File: config.mk
export PLATFORM = sky130hd
export DESIGN_NAME = ifu_fetch_flat
export DESIGN_NICKNAME = d
export VERILOG_FILES = /design/src/rtl/ifu_fetch_if.sv /design/src/rtl/ifu_fetch.sv /design/src/flat_wrapper.sv
export SDC_FILE = /design/constraint.sdc
export NUM_CORES = 1
export LEC_CHECK = 0
export BUFFER_PORTS_ARGS = -buffer_cell sky130_fd_sc_hd__buf_2
export CAP_MARGIN = 0
export CORE_ASPECT_RATIO = 1.1
export CORE_UTILIZATION = 49
export CTS_BUF_LIST = sky130_fd_sc_hd__clkbuf_2 sky130_fd_sc_hd__clkbuf_4 sky130_fd_sc_hd__clkbuf_8
export CTS_CLUSTER_DIAMETER = 120
export DETAILED_ROUTE_END_ITERATION = 12
export PLACE_DENSITY = 0.8
export RECOVER_POWER = 100
export SETUP_SLACK_MARGIN = 0.1
export SYNTH_ARGS = -nofsm -noshare
export SYNTH_HDL_FRONTEND = slang
export SYNTH_SLANG_ARGS = --single-unit
File: constraint.sdc
create_clock -name clk -period 2.6 [get_ports clk]
set_input_delay 0.26 -clock clk [delete_from_list [all_inputs] [get_ports clk]]
set_output_delay 0.26 -clock clk [all_outputs]
set_load 0.005 [all_outputs]
File: src/rtl/ifu_fetch_if.sv
// Instruction-fetch bus bundle: memory request/response channel, the
// instruction buffer toward decode, and the redirect/halt controls from execute.
interface ifu_fetch_if;
    logic        mem_req_valid;
    logic        mem_req_ready;
    logic [63:0] mem_req_addr;
    logic        mem_resp_valid;
    logic [31:0] mem_resp_data;
    logic        mem_resp_err;
    logic        inst_valid;
    logic        inst_ready;
    logic [31:0] inst;
    logic [63:0] inst_pc;
    logic        inst_fault;
    logic        redirect_valid;
    logic [63:0] redirect_pc;
    logic        halt;

    // Fetch unit side
    modport master (
        output mem_req_valid, mem_req_addr,
        input  mem_req_ready, mem_resp_valid, mem_resp_data, mem_resp_err,
        output inst_valid, inst, inst_pc, inst_fault,
        input  inst_ready, redirect_valid, redirect_pc, halt
    );

    // Memory / decode / execute side
    modport slave (
        input  mem_req_valid, mem_req_addr,
        output mem_req_ready, mem_resp_valid, mem_resp_data, mem_resp_err,
        input  inst_valid, inst, inst_pc, inst_fault,
        output inst_ready, redirect_valid, redirect_pc, halt
    );
endinterface

File: src/rtl/ifu_fetch.sv
// Instruction fetch unit: holds the PC, issues one memory read at a time and
// delivers each word (with PC and fault flag) through a one-entry buffer.
module ifu_fetch #(
    parameter logic [63:0] RESET_PC = 64'h0000_0000_8000_0000,
    parameter int unsigned TIMEOUT  = 256
) (
    input  logic         clk,
    input  logic         rst_n,
    ifu_fetch_if.master  io_bus
);
    localparam bit          TIMEOUT_EN = (TIMEOUT != 0);
    localparam logic [31:0] TIMEOUT_M1 = TIMEOUT - 1;

    typedef enum logic [2:0] {
        S_FETCH,
        S_WAIT,
        S_HOLD,
        S_DRAIN,
        S_HALTED
    } state_t;

    state_t      r_state;
    logic [63:0] r_pc;
    logic        r_pending;
    logic [31:0] r_timer;
    logic        r_req_valid;
    logic        r_inst_valid;
    logic [31:0] r_inst;
    logic [63:0] r_inst_pc;
    logic        r_inst_fault;

    logic        w_req_hs;
    logic        w_misaligned;
    logic        w_timeout;
    logic        w_resp;
    logic [63:0] w_pc_next;

    assign w_req_hs     = r_req_valid & io_bus.mem_req_ready;
    assign w_misaligned = |r_pc[1:0];
    assign w_timeout    = TIMEOUT_EN && (r_timer == TIMEOUT_M1);
    assign w_resp       = io_bus.mem_resp_valid;
    assign w_pc_next    = r_pc + 64'd4;

    // Fetch FSM with registered request and instruction-buffer outputs
    always_ff @(posedge clk or negedge rst_n) begin
        if (!rst_n) begin
            r_state      <= S_FETCH;
            r_pc         <= RESET_PC;
            r_pending    <= 1'b0;
            r_timer      <= '0;
            r_req_valid  <= 1'b0;
            r_inst_valid <= 1'b0;
            r_inst       <= '0;
            r_inst_pc    <= '0;
            r_inst_fault <= 1'b0;
        end else if (io_bus.redirect_valid) begin
            // Redirect overrides everything; the buffered word is dropped and
            // any response arriving this cycle is thrown away.
            r_pc         <= io_bus.redirect_pc;
            r_inst_valid <= 1'b0;
            r_req_valid  <= 1'b0;
            r_timer      <= '0;
            if ((r_pending && !w_resp) || w_req_hs) begin
                r_pending <= 1'b1;
                r_state   <= S_DRAIN;
            end else begin
                r_pending <= 1'b0;
                r_state   <= S_FETCH;
            end
        end else begin
            case (r_state)
                S_FETCH: begin
                    if (r_req_valid) begin
                        // A presented request is held until accepted
                        if (io_bus.mem_req_ready) begin
                            r_req_valid <= 1'b0;
                            r_pending   <= 1'b1;
                            r_timer     <= '0;
                            r_state     <= S_WAIT;
                        end
                    end else if (io_bus.halt) begin
                        r_state <= S_HALTED;
                    end else if (w_misaligned) begin
                        r_inst       <= '0;
                        r_inst_fault <= 1'b1;
                        r_inst_pc    <= r_pc;
                        r_inst_valid <= 1'b1;
                        r_state      <= S_HOLD;
                    end else begin
                        r_req_valid <= 1'b1;
                    end
                end
                S_WAIT: begin
                    r_timer <= r_timer + 32'd1;
                    if (w_resp) begin
                        r_pending    <= 1'b0;
                        r_inst       <= io_bus.mem_resp_err ? 32'd0 : io_bus.mem_resp_data;
                        r_inst_fault <= io_bus.mem_resp_err;
                        r_inst_pc    <= r_pc;
                        r_inst_valid <= 1'b1;
                        r_state      <= S_HOLD;
                    end else if (w_timeout) begin
                        // Request stays outstanding; its late response is drained later
                        r_inst       <= '0;
                        r_inst_fault <= 1'b1;
                        r_inst_pc    <= r_pc;
                        r_inst_valid <= 1'b1;
                        r_state      <= S_HOLD;
                    end
                end
                S_HOLD: begin
                    if (w_resp) begin
                        r_pending <= 1'b0;
                    end
                    if (io_bus.inst_ready) begin
                        r_inst_valid <= 1'b0;
                        if (r_inst_fault || io_bus.halt) begin
                            r_state <= S_HALTED;
                        end else begin
                            r_pc <= w_pc_next;
                            if (r_pending && !w_resp) begin
                                r_state <= S_DRAIN;
                            end else begin
                                // Successor of an aligned PC is aligned: request at once
                                r_req_valid <= 1'b1;
                                r_state     <= S_FETCH;
                            end
                        end
                    end
                end
                S_DRAIN: begin
                    if (w_resp || !r_pending) begin
                        r_pending <= 1'b0;
                        r_state   <= S_FETCH;
                    end
                end
                S_HALTED: begin
                    if (w_resp) begin
                        r_pending <= 1'b0;
                    end
                end
                default: begin
                    r_state <= S_FETCH;
                end
            endcase
        end
    end

    assign io_bus.mem_req_valid = r_req_valid;
    assign io_bus.mem_req_addr  = r_pc;
    assign io_bus.inst_valid    = r_inst_valid;
    assign io_bus.inst          = r_inst;
    assign io_bus.inst_pc       = r_inst_pc;
    assign io_bus.inst_fault    = r_inst_fault;
endmodule

File: src/flat_wrapper.sv
// flat-port wrapper written by rule: the top's interface ports become plain ports
module ifu_fetch_flat 
#(
    parameter logic [63:0] RESET_PC = 64'h0000_0000_8000_0000,
    parameter int unsigned TIMEOUT  = 256
)
  (clk, rst_n, io_bus_mem_req_valid, io_bus_mem_req_addr, io_bus_mem_req_ready, io_bus_mem_resp_valid, io_bus_mem_resp_data, io_bus_mem_resp_err, io_bus_inst_valid, io_bus_inst, io_bus_inst_pc, io_bus_inst_fault, io_bus_inst_ready, io_bus_redirect_valid, io_bus_redirect_pc, io_bus_halt);
  ifu_fetch_if io_bus_i ();
  input  logic clk;
  input  logic rst_n;
  output wire logic [$bits(io_bus_i.mem_req_valid)-1:0] io_bus_mem_req_valid;
  output wire logic [$bits(io_bus_i.mem_req_addr)-1:0] io_bus_mem_req_addr;
  input wire logic [$bits(io_bus_i.mem_req_ready)-1:0] io_bus_mem_req_ready;
  input wire logic [$bits(io_bus_i.mem_resp_valid)-1:0] io_bus_mem_resp_valid;
  input wire logic [$bits(io_bus_i.mem_resp_data)-1:0] io_bus_mem_resp_data;
  input wire logic [$bits(io_bus_i.mem_resp_err)-1:0] io_bus_mem_resp_err;
  output wire logic [$bits(io_bus_i.inst_valid)-1:0] io_bus_inst_valid;
  output wire logic [$bits(io_bus_i.inst)-1:0] io_bus_inst;
  output wire logic [$bits(io_bus_i.inst_pc)-1:0] io_bus_inst_pc;
  output wire logic [$bits(io_bus_i.inst_fault)-1:0] io_bus_inst_fault;
  input wire logic [$bits(io_bus_i.inst_ready)-1:0] io_bus_inst_ready;
  input wire logic [$bits(io_bus_i.redirect_valid)-1:0] io_bus_redirect_valid;
  input wire logic [$bits(io_bus_i.redirect_pc)-1:0] io_bus_redirect_pc;
  input wire logic [$bits(io_bus_i.halt)-1:0] io_bus_halt;
  assign io_bus_mem_req_valid = io_bus_i.mem_req_valid;
  assign io_bus_mem_req_addr = io_bus_i.mem_req_addr;
  assign io_bus_i.mem_req_ready = io_bus_mem_req_ready;
  assign io_bus_i.mem_resp_valid = io_bus_mem_resp_valid;
  assign io_bus_i.mem_resp_data = io_bus_mem_resp_data;
  assign io_bus_i.mem_resp_err = io_bus_mem_resp_err;
  assign io_bus_inst_valid = io_bus_i.inst_valid;
  assign io_bus_inst = io_bus_i.inst;
  assign io_bus_inst_pc = io_bus_i.inst_pc;
  assign io_bus_inst_fault = io_bus_i.inst_fault;
  assign io_bus_i.inst_ready = io_bus_inst_ready;
  assign io_bus_i.redirect_valid = io_bus_redirect_valid;
  assign io_bus_i.redirect_pc = io_bus_redirect_pc;
  assign io_bus_i.halt = io_bus_halt;
  ifu_fetch #(.RESET_PC(RESET_PC), .TIMEOUT(TIMEOUT)) u_core (.clk(clk), .rst_n(rst_n), .io_bus(io_bus_i));
endmodule
==> impl_metrics.ini, run 1 <==
[pwr]
p_sw_share_pct = 34.6
power.density_nw_per_um2 = 751
ir_drop_mv = 0.563
combPwrFrac_pct = 30.8
power_leakage_nw = 5.33
p_clk_share_pct = 21.6
p_int_mw = 6.05
pwr-share-seq_pct = 47.6
power.net_switching_mw = 3.21

[sta]
hold_viol = 0
fin_crit_sh_pct = 94.9
tns_ns = 0
setup_viol = 0
slew_viol_final = 0
slew_headroom_pct = 6.57
fin_crit_ns = 2.47
fin_skew_ns = 0.0231
rsz0062_at_grt = true
worst_pin_slew_ns = 1.40
max_freq_mhz = 405

[setup_path]
crit_path_cell_trace = nand3_2 -> or4_1 -> clkbuf_1 -> nor4_1 -> clkbuf_1 -> a31oi_1 -> o31a_1
cp_slowest_cell = or4_1
worst-path-buf-inv = 2
cpPeakStageDelay_ns = 0.57
cp_max_fo = 8
worstSetupEndpointType = register
cp.required_ns = 2.97
start_kind = register
critPathKind = reg2reg
cp_top_family = simple AND/OR/NAND/NOR gates
cp_common_cell = clkbuf_1
cp_data_arrival_time_ns = 2.84

[final_layout]
nets = 1373
layout_common_cells = dfrtp_1 (198), buf_2 (183), clkbuf_1 (101), nand2_1 (74), dlygate4sd3_1 (71)
layout_commonest_cell = dfrtp_1
fillers = 1529
design_area_um2 = 12300
area_delta_synth_final_pct = 29.0
drive_above_1_share_pct = 25.1
n_antenna_cell = 0
multi_input_area_um2 = 4350
regArea_um2 = 4980

[route]
antenna_left = 0
dr.pass1.iters = 7
viasPerCell = 5.86
routed-via-count = 8954
dr.first_iter.drc_count = 766
wl_per_cell_um = 18.4
wirelength_um = 28200
drc = 0

[yosys]
synthMuxAreaShare_pct = 8.22
netlist_area_um2 = 9560
synth.area.top_cells = dfrtp_1 (52%), mux2_2 (8.0%), o21ai_0 (3.6%), xnor2_1 (3.3%), a22o_1 (3.0%)
synth_top_cell_by_area = dfrtp_1
syn_inst = 920
synth_top_area_share_pct = 51.8
ys_seq_area_share_pct = 52.1
yosys_warnings = 0
synth_cell_type_count = 54
synth_flop_cell = dfrtp_1
yosys_register_bits = 199
synth-edff-count = 0
async_flop_share_pct = 100
synth-adder-area-share_pct = 0.262
synth-simple-area-share_pct = 19.8
synth_top_family_by_area = simple AND/OR/NAND/NOR gates
synth_compound_area_share_pct = 12.3
synth-xor-area-share_pct = 4.58
syn-mean-instance-area_um2 = 10.4
syn-num-nets = 1026

[floorplanning]
io_pins = 267
rows = 53
initial_core_util_pct = 50.1
dieArea_um2 = 20100
die_w_um = 135
die_h_um = 149
core_area_um2 = 19100

[outcome]
status = completed

[cts]
cts_sinks = 199
cts_root_buf = clkbuf_8
cts_buffers = 17
clockBufferDepth = 2
clkTransAtPathRegs_ns = 0.11
cts_tree = done
htree_num_levels = 4
clk_latency_ns = 0.49

[placed_design]
place_area_um2 = 11400
dp_hpwl_um = 18800
portBuffers = 266
gp_congestion = 0.948

[hold_path]
min_path_type = in2reg

[grt]
grt_pass1_wl_um = 44200
antenna_found_initial = 0
grt-ovfl-total = 0
grt_pass1_vias = 8698
grt_max_degree = 98
track_usage_pct = 28.3

[flow_run]
cap_violations = 0
routing by layer:
| layer | wire (um) | vias up | GRT usage [%] |
|---|---|---|---|
| met5 | 0 | - | 0 |
| met4 | 1140 | 0 | 14.4 |
| met3 | 1930 | 99 | 5.79 |
| met2 | 14000 | 424 | 46.9 |
| met1 | 11100 | 4342 | 34.9 |
| li1 | - | 4089 | - |
worst paths after layout:
path,startpoint,endpoint,slack (ns),cells past startpoint
max,u_core.io_bus.mem_req_addr[31],u_core.io_bus.mem_req_addr[63],0.13,7
min reg2reg,u_core.io_bus.inst_pc[43],u_core.io_bus.inst_pc[43],0.51,1
min in group asynchronous,rst_n,u_core.io_bus.inst_pc[22],0.34,2
min,io_bus_redirect_pc[58],u_core.io_bus.mem_req_addr[58],0.02,3
max in group asynchronous,rst_n,u_core.io_bus.inst_pc[38],0.48,3
max reg2reg,u_core.io_bus.mem_req_addr[31],u_core.io_bus.mem_req_addr[63],0.13,7
power groups by stage:
stage,Clock (mW),Sequential [mW],Combinational [mW]
global placement,0,4.40,2.79
floorplan,0,4.44,1.45
global route,2.16,4.51,3.13
detailed placement,0,4.42,2.86
CTS,2.04,4.37,2.95
finish,2.00,4.41,2.85
area by class of cell:
type | count | share of cell area [%]
sequential | 199 | 40.4
multi-input combinational | 653 | 35.3
timing repair buffer | 384 | 18.2
tap | 247 | 2.51
clock buffer | 17 | 1.90
clock inverter | 15 | 1.41
inverter | 12 | 0.365
metrics by stage:
| stage | utilization, % | power, mW | std cells | setup slack (ns) | hold slack (ns) |
|---|---|---|---|---|---|
| 3_5_place_dp | 59.8 | 7.29 | 1423 | 0.0897 | 0.337 |
| 5_1_grt | 64.6 | 9.79 | 1527 | 0.0520 | 0.0226 |
| 4_1_cts | 65.6 | 9.36 | 1526 | 0.175 | 0.00249 |
| 3_3_place_gp | 59.8 | 7.19 | 1423 | 0.168 | 0.343 |
| 2_1_floorplan | - | 5.89 | 920 | 0.105 | -0.0356 |
| 6_report | 64.6 | 9.26 | 1527 | 0.133 | 0.0228 |
registers in the layout (all words and copies together), names as in the netlist:
register                     cells
u_core.r_state                   3
u_core.io_bus.inst_valid         1
u_core.r_timer                  32
u_core.r_pending                 1
u_core.io_bus.mem_req_valid      1
u_core.io_bus.mem_req_addr      64
u_core.io_bus.inst              32
u_core.io_bus.inst_pc           64
u_core.io_bus.inst_fault         1
Yosys cell counts, types with 2 or more instances:
| cell type | n |
|---|---|
| a31o_2 | 3 |
| o31ai_1 | 13 |
| nand2_1 | 74 |
| xnor2_1 | 36 |
| or4_1 | 8 |
| nand3b_1 | 3 |
| clkbuf_1 | 53 |
| or3_1 | 13 |
| nor3_1 | 20 |
| nand3_2 | 2 |
| nand3_1 | 43 |
| o21ai_0 | 69 |
| a22o_1 | 33 |
| nor2b_1 | 4 |
| ha_1 | 2 |
| nor3b_1 | 3 |
| buf_2 | 2 |
| and2_1 | 10 |
| nor4_1 | 28 |
| and3_1 | 16 |
| o41ai_1 | 4 |
| a31oi_1 | 27 |
| a21oi_1 | 12 |
| or2_2 | 4 |
| o21a_1 | 2 |
| mux2i_1 | 2 |
| nand2b_1 | 7 |
| o311ai_0 | 2 |
| a21o_1 | 2 |
| and4_1 | 20 |
| nor4b_1 | 3 |
| mux2_2 | 68 |
| nor2_1 | 58 |
| dfrtp_1 | 198 |
| xor2_1 | 14 |
| a32oi_1 | 3 |
| inv_1 | 12 |
| o31a_1 | 4 |
| nand4_1 | 28 |
tightest hold or removal path, stage by stage:
cell     delay (ns)
buf_2          0.10
nor2_1         0.08
a31oi_1        0.04
timing repair:
| action | in CTS | in global routing |
|---|---|---|
| hold buffers | 71 | 0 |
| setup buffers | 0 | 1 |
| hold endpoints to repair | 143 | 0 |
| gates resized for setup | 1 | 2 |
| setup endpoints to repair | 1 | 7 |
| cloned | 0 | 0 |
| pin swaps | 0 | 1 |
cells by family (layout without fill, tap and decap cells):
logic type	after synthesis	count (layout)
buffers and inverters	68	428
AND/OR/NAND/NOR	351	351
flip-flops	199	199
AO/OA/AOI/OAI	180	180
XOR/XNOR	50	50
multiplexers	70	70
adder cells (fa/ha/maj)	2	2
(Power assumes the default switching activity.)
==> inputs of run 2 (changes only) <==
Settings changed: CORE_UTILIZATION 49 to 54, PLACE_DENSITY 0.8 to 0.83.
Clock period 2.6 ns to 2.65 ns, I/O delays scaled along.
==> run 2 against run 1 <==
The run now ends with max-capacitance violations, max-slew violations left. Clock power is essentially flat. Critical path depth shrank 1. Power shrank 1.7%. Critical endpoint unchanged.
==> impl_metrics.ini, run 2 (synthesis gave the netlist of run 1 again) <==
[outcome]
status = finished, violations left
violations = max-capacitance violations, max-slew violations

[final_layout]
nets = 1357
drive_above_1_share_pct = 25.2
area_delta_synth_final_pct = 27.7
design_area_um2 = 12200
finalNonFillerCells = 1500
layout_common_cells = dfrtp_1 (198), buf_2 (170), clkbuf_1 (101), nand2_1 (74), o21ai_0 (69)
finish.utilization_pct = 71.0
layout_commonest_cell = dfrtp_1

[placed_design]
dp_hpwl_um = 18200
placed_cells = 1404
gp_congestion = 0.912
place_area_um2 = 11400
portBuffers = 266

[grt]
grtUsageMet2_pct = 52.7
grt.busiest_layer = met2
grt_max_degree = 74
met3_usage_pct = 6.90
antenna_found_initial = 1
grt_pass1_vias = 8455
track_usage_pct = 30.9
use_met1_pct = 38.5
grt_pass1_wl_um = 43600
grt-ovfl-total = 0

[floorplanning]
die_w_um = 129
dieArea_um2 = 18200
die_h_um = 142
initial_core_util_pct = 55.6
rows = 50
core_area_um2 = 17200
io_pins = 267

[pwr]
pwr-share-seq_pct = 47.8
power_leakage_nw = 5.28
combPwrFrac_pct = 30.5
p_clk_share_pct = 21.8
power.net_switching_mw = 3.11
p_sw_share_pct = 34.2
power.density_nw_per_um2 = 745
ir_drop_mv = 0.459
p_int_mw = 5.99

[setup_path]
worstSetupEndpointType = register
critPathKind = reg2reg
cp_data_arrival_time_ns = 2.93
cp.required_ns = 3.03
cp_max_fo = 8
start_kind = register

[route]
dr.pass1.iters = 5
dr.first_iter.drc_count = 720
wl_per_cell_um = 18.7
drc = 0
viasPerCell = 5.95
routed-via-count = 8921
wirelength_um = 28000
antenna_left = 0

[cts]
cts_setup_buffers = 0
cts_root_buf = clkbuf_8
cts_sinks = 199
htree_num_levels = 4
cts_buffers = 17
clk_latency_ns = 0.48
clockBufferDepth = 2
cts_tree = done
clkTransAtPathRegs_ns = 0.11

[sta]
fin_skew_ns = 0.0158
rsz0062_at_grt = true
slew_viol_final = 72
fin_crit_sh_pct = 96.4
hold_viol = 0
slew_headroom_pct = -28.8
max_freq_mhz = 392
fin_crit_ns = 2.55
setup_viol = 0
worst_pin_slew_ns = 1.93

[flow_run]
cap_violations = 1

[hold_path]
min_path_type = in2reg
-- run 2: power by group through the flow --
| stage | logic, mW | registers (mW) | clock network, mW |
|---|---|---|---|
| 2_1_floorplan | 1.42 | 4.36 | 0 |
| 3_3_place_gp | 2.71 | 4.32 | 0 |
| 3_5_place_dp | 2.78 | 4.34 | 0 |
| 4_1_cts | 2.86 | 4.29 | 2.00 |
| 5_1_grt | 3.04 | 4.44 | 2.12 |
| 6_report | 2.77 | 4.35 | 1.98 |
-- run 2: area by class of cell --
cell class | count | area (um^2)
Antenna cell | 2 | 5.00
Sequential cell | 199 | 4980
Inverter | 12 | 45.0
Fill cell | 1286 | 4990
Timing Repair Buffer | 368 | 2150
Multi-Input combinational cell | 653 | 4350
Tap cell | 234 | 293
Clock inverter | 15 | 163
Clock buffer | 17 | 234
-- run 2: per-stage QoR --
step / worst slack [ns] / setup TNS, ns / hold WS (ns) / total power [mW]
4_1_cts: 0.107 / 0 / 0.00128 / 9.15
2_1_floorplan: 0.155 / 0 / -0.0306 / 5.78
5_1_grt: -0.00937 / -0.0258 / 0.00713 / 9.60
6_report: 0.0962 / 0 / 0.0218 / 9.10
3_3_place_gp: 0.183 / 0 / 0.332 / 7.03
3_5_place_dp: 0.145 / 0 / 0.332 / 7.12
-- run 2: what timing repair did --
| item | 4_1_cts | 5_1_grt |
|---|---|---|
| endpoints found under the setup margin | 0 | 12 |
| hold buffers | 58 | 4 |
| resized for setup | 0 | 1 |
| hold endpoints to repair | 125 | 4 |
-- run 2: worst paths after layout --
check / from / to / slack, ns / cells past startpoint
setup / recovery: u_core.io_bus.mem_req_addr[31] / u_core.io_bus.mem_req_addr[63] / 0.1 / 6
max in group asynchronous: rst_n / u_core.r_timer[8] / 0.44 / 3
setup reg to reg: u_core.io_bus.mem_req_addr[31] / u_core.io_bus.mem_req_addr[63] / 0.1 / 6
hold / removal: io_bus_redirect_pc[16] / u_core.io_bus.mem_req_addr[16] / 0.02 / 3
min in group asynchronous: rst_n / u_core.io_bus.inst_pc[45] / 0.86 / 2
hold reg to reg: u_core.io_bus.inst_pc[60] / u_core.io_bus.inst_pc[60] / 0.51 / 1
-- run 2: routing by layer --
layer | vias to the layer above | share of wire (%)
li1 | 4066 | -
met1 | 4355 | 40
met2 | 438 | 51
met3 | 62 | 7.0
met4 | 0 | 2.4
met5 | - | 0
-- run 2: critical path: stages (launching register included) --
cell	delay [ns]
dfstp_2	0.55
nand3_2	0.13
or4_1	0.58
buf_4	0.19
nor4_1	0.53
a31oi_1	0.17
o31a_1	0.29
==> inputs of run 3 (changes only) <==
--- a/config.mk
+++ b/config.mk
@@ -9,9 +9,8 @@
 export CAP_MARGIN = 0
 export CORE_ASPECT_RATIO = 1.1
-export CORE_UTILIZATION = 54
-export CTS_BUF_LIST = sky130_fd_sc_hd__clkbuf_2 sky130_fd_sc_hd__clkbuf_4 sky130_fd_sc_hd__clkbuf_8
+export CORE_UTILIZATION = 47
 export CTS_CLUSTER_DIAMETER = 120
 export DETAILED_ROUTE_END_ITERATION = 12
-export PLACE_DENSITY = 0.83
+export PLACE_DENSITY = 0.74
 export RECOVER_POWER = 100
 export SETUP_SLACK_MARGIN = 0.1
==> constraint.sdc (replaced) <==
create_clock -name clk -period 2.65 [get_ports clk]
set_input_delay 0.265 -clock clk [delete_from_list [all_inputs] [get_ports clk]]
set_output_delay 0.265 -clock clk [all_outputs]
set_load 0.1 [all_outputs]
==> run 3 against run 2 <==
The run now ends clean. Combinational power grew to 2.9 times the previous value. Via count is 7.1% lower. Clock skew increased by 0.0018 ns. Sequential power barely moved. Maximum frequency increased by 3.0%. Critical path depth fell by 1. Global-route usage is 6.3 points lower. First-iteration DRC count down 23%. Core utilization shrank 12 points. Design area fell by 3.9%.
==> impl_metrics.ini, run 3 (synthesis gave the netlist of run 1 again) <==
[grt]
track_usage_pct = 24.6
antenna_found_initial = 1
grt_max_degree = 71
grt_pass1_wl_um = 40800
grt-ovfl-total = 0
grt_pass1_vias = 7687

[sta]
setup_viol = 0
slew_headroom_pct = 10.5
fin_crit_sh_pct = 93.6
tns_ns = 0
holdWs_ns = 0.0227
max_freq_mhz = 403
slew_viol_final = 0
fin_crit_ns = 2.48
hold_viol = 0
worst_pin_slew_ns = 1.35
worst_slack_ns = 0.170
rsz0062_at_grt = false
fin_skew_ns = 0.0176

[hold_path]
min_path_type = in2reg
min_from = io_bus_redirect_pc[7]
hold_depth = 3
hold_end = u_core.io_bus.mem_req_addr[7]

[setup_path]
cp_max_fo = 6
crit_path_cell_trace = nand3_4 -> nor4bb_1 -> nand3_1 -> or4_1 -> a31oi_1
cp_slowest_cell = dfstp_1
ff2ff_setup_slack_ns = 0.17
cp.required_ns = 3.02
cpPeakStageDelay_ns = 0.70
start_kind = register
worstRegToRegCells = 5
reg2reg_to = u_core.io_bus.mem_req_addr[52]
worstSetupEndpointType = register
critPathKind = reg2reg
cp_data_arrival_time_ns = 2.85
rr_startpoint = u_core.io_bus.mem_req_addr[31]

[route]
dr.pass1.iters = 4
viasPerCell = 5.73
drc = 0
antenna_left = 0
dr.first_iter.drc_count = 557
routed-via-count = 8287
wirelength_um = 25800
wl_per_cell_um = 17.9

[floorplanning]
dieArea_um2 = 20900
io_pins = 267
die_w_um = 138
rows = 54
die_h_um = 152
initial_core_util_pct = 48.1
core_area_um2 = 19900

[cts]
cts_root_buf = clkbuf_16
clk_latency_ns = 0.45
htree_num_levels = 4
cts_setup_buffers = 0
cts_hold_buf = 1
cts_buffers = 17
clockBufferDepth = 2
cts_tree = done
cts_sinks = 199
clkTransAtPathRegs_ns = 0.08
post_cts_resize_count = 0

[placed_design]
portBuffers = 266
post-place-ws_ns = 0.295
dp_hpwl_um = 18500
place_area_um2 = 11400
gp_congestion = 0.872

[final_layout]
drive_above_1_share_pct = 23.7
layout_common_cells = clkbuf_1 (172), dfrtp_1 (153), buf_2 (101), nand2_1 (74), o21ai_0 (69)
design_area_um2 = 11700
layout_commonest_cell = clkbuf_1
nets = 1285
area_delta_synth_final_pct = 22.8

[pwr]
finalPower_mw = 14.9
power_leakage_nw = 4.80
ir_drop_mv = 1.04
power.density_nw_per_um2 = 1270

[flow_run]
cap_violations = 0

[outcome]
status = completed
run 3: cell count changes in the layout (fill, tap and decap cells not counted), moves of 3 or more:
cell / change
clkbuf_1: +71
buf_2: -69
dlygate4sd3_1: -61
dfrtp_1: -45
dfrtp_2: +32
clkbuf_16: +17
clkbuf_8: -17
dfrtp_4: +13
buf_4: -9
clkinv_8: +3
run 3: final cells by class:
class	instances	area, um^2
diodes	1	2.50
repair buffers	296	1360
inverters	12	45.0
flip-flops and latches	199	5070
fillers	1756	8120
clock inverters	15	173
clock buffers	17	425
multi-input cells	653	4360
well taps	252	315
run 3: critical path: cells and delay by family (launching register included):
family,cells,cell delay (ns)
and+or+nand+nor,4,1.55
AOI/OAI and AO/OA,1,0.17
DFF,1,0.70
run 3: stage by stage:
stage	std cells	util, %
after floorplan	920	-
after global placement	1411	57.3
after detailed placement	1411	57.3
after CTS	1444	60.4
after global routing	1445	59.1
final	1445	59.1
run 3: worst max path at each step:
stage | start | endpoint | slack [ns] | cells past startpoint
final | u_core.io_bus.mem_req_addr[31] | u_core.io_bus.mem_req_addr[52] | 0.17 | 5
after CTS | u_core.io_bus.inst_fault | u_core.io_bus.mem_req_addr[49] | 0.28 | 5
after floorplan | u_core.io_bus.mem_req_addr[31] | u_core.io_bus.mem_req_addr[49] | 0.09 | 7
after global placement | u_core.io_bus.inst_fault | u_core.io_bus.mem_req_addr[57] | 0.31 | 5
after global routing | u_core.io_bus.mem_req_addr[31] | u_core.io_bus.mem_req_addr[46] | 0.11 | 5
after detailed placement | u_core.io_bus.inst_fault | u_core.io_bus.mem_req_addr[49] | 0.29 | 5
run 3: layer usage:
metal / global-route usage, % / up-vias / part of all wire, %
met5: 0 / - / 0
met4: 9.56 / 0 / 2.6
met3: 5.06 / 42 / 5.6
met2: 40.0 / 272 / 48
met1: 32.4 / 4053 / 43
li1: - / 3920 / -
run 3: power breakdown:
group / total [mW] / internal [mW] / switching (mW)
logic: 7.90 / 1.24 / 6.66
clock network: 2.61 / 1.28 / 1.33
registers: 4.35 / 3.82 / 0.532
